--- config.mk ---
export PLATFORM = sky130hd
export DESIGN_NAME = bus_rx
export DESIGN_NICKNAME = d
export VERILOG_FILES = /design/src/rtl/bus_rx.sv
export SDC_FILE = /design/constraint.sdc
export NUM_CORES = 1
export LEC_CHECK = 0
export CORE_UTILIZATION = 52
export CTS_BUF_LIST = sky130_fd_sc_hd__clkbuf_16
export DETAILED_ROUTE_END_ITERATION = 10
export MAX_ROUTING_LAYER = met4
export PLACE_DENSITY_LB_ADDON = 0.08
export SYNTH_ARGS = -nofsm -noshare
export SYNTH_HDL_FRONTEND = slang
export SYNTH_SLANG_ARGS = --single-unit
--- constraint.sdc ---
create_clock -name clk -period 2.59 [get_ports clk]
set_input_delay 0.259 -clock clk [delete_from_list [all_inputs] [get_ports clk]]
set_output_delay 0.259 -clock clk [all_outputs]
set_load 0.05 [all_outputs]
--- src/rtl/bus_rx.sv ---
// Receive side of a 4-phase strobe/ack bus handshake, feeding a first-word
// fall-through buffer that a consumer drains with rd_en.
module bus_rx #(
    parameter int unsigned DEPTH = 4,
    parameter int unsigned WIDTH = 8
) (
    input  logic                     clk,
    input  logic                     rst_n,
    input  logic [WIDTH-1:0]         bus_data,
    input  logic                     bus_strobe,
    output logic                     bus_ack,
    input  logic                     rd_en,
    output logic [WIDTH-1:0]         rd_data,
    output logic                     empty,
    output logic                     full,
    output logic [$clog2(DEPTH):0]   count,
    output logic                     err_underflow
);

    localparam int unsigned AW = $clog2(DEPTH);
    localparam int unsigned CW = AW + 1;

    typedef enum logic [0:0] {StIdle, StAck} state_e;

    state_e           state_q, state_d;
    logic [AW-1:0]    wr_ptr_q, rd_ptr_q;
    logic [CW-1:0]    count_q, count_d;
    logic             err_q;
    logic [WIDTH-1:0] mem_q [DEPTH];
    logic             push, pop;

    // A word is taken only on the IDLE->ACK transition; holding strobe in ACK writes nothing.
    always_comb begin
        state_d = state_q;
        push    = 1'b0;
        unique case (state_q)
            StIdle: begin
                if (bus_strobe && !full) begin
                    push    = 1'b1;
                    state_d = StAck;
                end
            end
            StAck: begin
                if (!bus_strobe) begin
                    state_d = StIdle;
                end
            end
            default: state_d = StIdle;
        endcase
    end

    assign pop = rd_en && !empty;

    always_comb begin
        count_d = count_q;
        if (push && !pop) begin
            count_d = count_q + 1'b1;
        end else if (!push && pop) begin
            count_d = count_q - 1'b1;
        end
    end

    always_ff @(posedge clk) begin
        if (!rst_n) begin
            state_q  <= StIdle;
            wr_ptr_q <= '0;
            rd_ptr_q <= '0;
            count_q  <= '0;
            err_q    <= 1'b0;
        end else begin
            state_q <= state_d;
            count_q <= count_d;
            if (push) begin
                wr_ptr_q <= wr_ptr_q + 1'b1;
            end
            if (pop) begin
                rd_ptr_q <= rd_ptr_q + 1'b1;
            end
            if (rd_en && empty) begin
                err_q <= 1'b1;
            end
        end
    end

    // Storage is not reset; contents are only visible while count is non-zero.
    always_ff @(posedge clk) begin
        if (rst_n && push) begin
            mem_q[wr_ptr_q] <= bus_data;
        end
    end

    assign bus_ack       = (state_q == StAck);
    assign rd_data       = mem_q[rd_ptr_q];
    assign count         = count_q;
    assign empty         = (count_q == '0);
    assign full          = (count_q == CW'(DEPTH));
    assign err_underflow = err_q;

endmodule

# After elaboration in Yosys (flattened, before gate mapping)
# Memory sizes are Yosys's and may differ from the RTL's. A register that Yosys moved wholly into a read port is not among the register bits.
# Cells that the tools add are included.
[word_totals]
inputBits = 12
ramBits = 32
elab_cells = 34
ff_bits = 9
n_memories = 1
[op_classes]
n_mux = 10
add_sub_neg = 4
n_bitwise = 1
reduce_logical = 12
n_eq_ne = 1
[mem_list]
columns = ["memory", "words", "word_bits", "rd", "rd_ports_with_merged_regs", "wr", "line_no", "rtl"]
rows = [
  ["mem_q", 4, 8, 1, 1, 1, "29", "logic [WIDTH-1:0] mem_q [DEPTH];"],
]
[op_table]
columns = ["cell", "n"]
rows = [
  ["$logic_and A1 B1 Y1", 6],
  ["$mux W3", 2],
  ["$mux W1", 5],
  ["$add A2 B1 Y2 const B", 2],
  ["$logic_not A1 Y1", 4],
  ["$mux W2", 2],
  ["$add A3 B1 Y3 const B", 1],
  ["$eq A3 B3 Y1 const B", 1],
  ["$logic_not A3 Y1", 1],
  ["$sub A3 B1 Y3 const B", 1],
  ["$pmux W1 S2", 1],
  ["$reduce_bool A2 Y1", 1],
  ["$not A1 Y1", 1],
]

# Longest topological paths before layout
[logic_depth]
word_depth = 9
depth_mapped = 8
depth_no_buf = 8

# Worst setup path before layout
# OpenSTA, ideal clock, no wires.
[synth_path]
kind = "reg-to-reg"
from = "register count_q[0] (netlist: count[0])"
to = "register count_q[2] (netlist: count[2])"
arrival_ns = 2.516
t_required_ns = 2.520
stages_incl_launch_ff = 9
setup_ns = 0.070
slack_ns = 0.004
path_cell_list = "dfxtp_1 > nor3b_4 > nor3b_4 > ha_1 > inv_1 > fa_1 > xor2_1 > or3_1 > a21boi_1"
[synth_via]
elab_chain_len = 8
word_cells_on_any_way = 17
cone_classes = "add/sub (2); eq/ne (1); mux (4); reduce/logical (10)"
[synth_rtl]
columns = ["element", "line_no", "rtl"]
rows = [
  ["start: declaration", "27", "logic [CW-1:0] count_q, count_d;"],
  ["start signal: assignment", "72", "count_q <= count_d;"],
  ["$eq A3 B3 Y1 *", "96", "assign full = (count_q == CW'(DEPTH));"],
  ["named net full", "15", "output logic full,"],
  ["$logic_not A1 Y1 *", "38", "if (bus_strobe && !full) begin"],
  ["$logic_and A1 B1 Y1 *", "38", ""],
  ["$mux W1 *", "38", ""],
  ["$mux W1 *", "36", "unique case (state_q)"],
  ["named net push", "30", "logic push, pop;"],
  ["$logic_not A1 Y1", "58", "end else if (!push && pop) begin"],
  ["$logic_and A1 B1 Y1", "58", ""],
  ["$reduce_bool A2 Y1 (no source line)", "-", ""],
]
# Mark *: on every way through the listed nets, which the timed path passes. The rest lies on a longest branch. The select of a mux whose other input is x is not followed.
# A chain may end at the register's enable or synchronous reset.

==> metrics.yaml <==
finish:
  multi_input_area_sq_um: 516.7
  fill_cells: 233
  final_nets: 147
  seqCellArea_sq_um: 1181
  fin_cells: 174
  n_antenna_cell: 0
  fin_util_pct: 70.89
  area_delta_synth_final_pct: 27.48
  final_common_cell: "edfxtp_1"
  final_cell_mix: "edfxtp_1 (32), clkdlybuf4s50_1 (26), dfxtp_1 (11)"
  drive_gt1_share_pct: 16.15
  fin_area_sq_um: 2200
placed_design:
  globalplace.congestion: 0.6525
  post-place-ws_ps: 243.0
  place_hpwl_um: 1728
  dp.cells: 166
  port_buffers: 26
  placed_cell_area_sq_um: 2036
sta:
  timing.final.crit_share_pct: 88.25
  period_needed_ps: 2286
  setup_viol: 0
  max_freq_ghz: 0.4375
  drv_slew: 0
  maxSlewHeadroom_pct: 66.36
  worstMarginPinSlew_ps: 503.0
  hold_viol_final: 0
  holdWs_ps: 498.1
  rsz0062_at_grt: "no"
  timing.final.ws_setup_ps: 304.3
  finClkSkew_ps: 3.300
  fin_setup_tns_ps: 0
drt:
  drc: 0
  wl_met2_um: 1269
  drt-initial-drc-count: 29
  wl_met1_um: 1164
  dr.pass1.iters: 4
  drtAntennaViolNets: 0
  wl_per_cell_um: 14.89
  top_layer_used: "met4"
  routed_wl_um: 2590
  num_vias: 884
  viasPerCell: 5.080
  dr_wl_met3_um: 117
logic_synthesis:
  synth_area_sq_um: 1725
  synth_nets: 116
  synthCells: 98
  synth_seq_cells: 43
  syn_avg_cell_area_sq_um: 17.61
  synth_cell_types: 24
  yosysWarnings: 0
  synth_seq_area_share_pct: 68.46
setup_path:
  r2r-end: "count[2]"
  crit_chain: "buf_4, mux4_2, clkdlybuf4s50_1"
  crit_fanout: 8
  worst_path_max_delay_cell: "clkdlybuf4s50_1"
  r2r_start: "count[0]"
  cp-end-kind: "output pin"
  crit_path_start_kind: "flip-flop"
  critPathKind: "flip-flop to output pin"
  r2r_setup_slack_ps: 360
  reg2regPathDepth: 8
  cpPeakStageDelay_ps: 720
  worstPathArrival_ps: 2030
  critPathRequiredTime_ps: 2330
  endpoint: "rd_data[1]"
run:
  max_cap_viol_count: 0
clocking:
  cts_buffer_depth: 2
  cts-root-buf: "clkbuf_16"
  postCtsHoldBufs: 0
  postCtsSetupBuffers: 0
  cts_resized: 0
  clkSinkCount: 43
  cts_tree: "built"
  h-tree-depth: 2
  clk_latency_ps: 280
  numCtsBuffers: 5
  path_clk_slew_ps: 50
floorplanning:
  die_h_um: 59.60
  io_pins: 27
  die-width_um: 59.60
  die_area_sq_um: 3552
  coreArea_sq_um: 3103
  initial_utilization_pct: 55.60
  fp-row-count: 20
global_routing:
  antenna_found_initial: 0
  grt-ovfl-total: 0
  grt_first_pass_wirelength_um: 4215
  grt_max_degree: 14
  grt_pass1_vias: 931
  grtUsageTotal_pct: 17.54
outcome:
  status: "finished, final reports clean"
power:
  ir_worst_vdd_uv: 720.0
  p_per_area_nw_per_um2: 1124
  power_mw: 2.473
  p_leak_nw: 0.7579
worst_hold_path:
  worst_hold_path_type: "flip-flop to flip-flop"
-- cells in the mapped netlist --
cell type / instances / area [sq um]
o21ai_0: 1 / 5.000
a21boi_1: 1 / 7.510
mux4_2: 8 / 180.2
or3_1: 1 / 6.260
inv_1: 4 / 15.01
a21oi_1: 2 / 10.01
nand2_1: 6 / 22.52
buf_1: 1 / 3.750
clkbuf_1: 1 / 3.750
nor3_1: 1 / 5.000
nor3b_4: 2 / 37.54
o21a_1: 2 / 15.01
nor3_2: 2 / 20.02
fa_1: 1 / 20.02
buf_2: 1 / 5.000
xor2_1: 1 / 8.760
nor2b_1: 2 / 12.51
xnor2_1: 2 / 17.52
ha_1: 5 / 62.56
and2_1: 7 / 43.79
o31ai_2: 1 / 12.51
dfxtp_1: 11 / 220.2
edfxtp_1: 32 / 960.9
mux2i_1: 3 / 30.03
-- logic make-up after synthesis --
| group | Yosys count | synth area share, % |
|---|---|---|
| multiplexers | 11 | 12.18 |
| AO/OA/AOI/OAI | 7 | 2.900 |
| AND/OR/NAND/NOR | 21 | 8.557 |
| flip-flops | 43 | 68.46 |
| adder cells (fa/ha/maj) | 6 | 4.786 |
| buffers and inverters | 7 | 1.594 |
| XOR/XNOR | 3 | 1.523 |
-- layout make-up --
class	instances	area share [%]
multi-input combinational	48	23.49
clock inverter	3	1.763
tap	44	2.503
sequential	43	53.70
clock buffer	5	5.688
timing repair buffer	27	12.17
inverter	4	0.6826
-- layer usage --
| metal | vias up | track usage [%] |
|---|---|---|
| met3 | 5 | 4.803 |
| met4 | 0 | 6.977 |
| met1 | 422 | 21.01 |
| met5 | - | - |
| met2 | 28 | 28.25 |
| li1 | 429 | - |
-- flip-flops by register name, summed over array words and instances, names as in the netlist, named ones only --
signal / count
mem_q: 32
count: 3
rd_ptr_q: 2
wr_ptr_q: 2
bus_ack: 1
err_underflow: 1
-- power by group --
| part | switching, mW | internal [mW] |
|---|---|---|
| Sequential | 0.0813 | 0.816 |
| Clock | 0.229 | 0.449 |
| Combinational | 0.530 | 0.368 |
-- worst max-delay path, delay by kind of cell (launching register included) --
kind | cells | cell delay, ps
buffers and inverters | 2 | 920
multiplexers | 1 | 530
flip-flops | 1 | 300
-- worst min-delay path by stage --
stage	slack [ps]	depth (start not counted)	to	from
3_3_place_gp	480	2	err_underflow	err_underflow
6_report	500	2	err_underflow	err_underflow
5_1_grt	530	2	wr_ptr_q[1]	wr_ptr_q[1]
2_1_floorplan	360	0	mem_q[0][0]	bus_data[0]
4_1_cts	500	2	err_underflow	err_underflow
3_5_place_dp	480	2	err_underflow	err_underflow
Power figures use the tool's default switching activity.
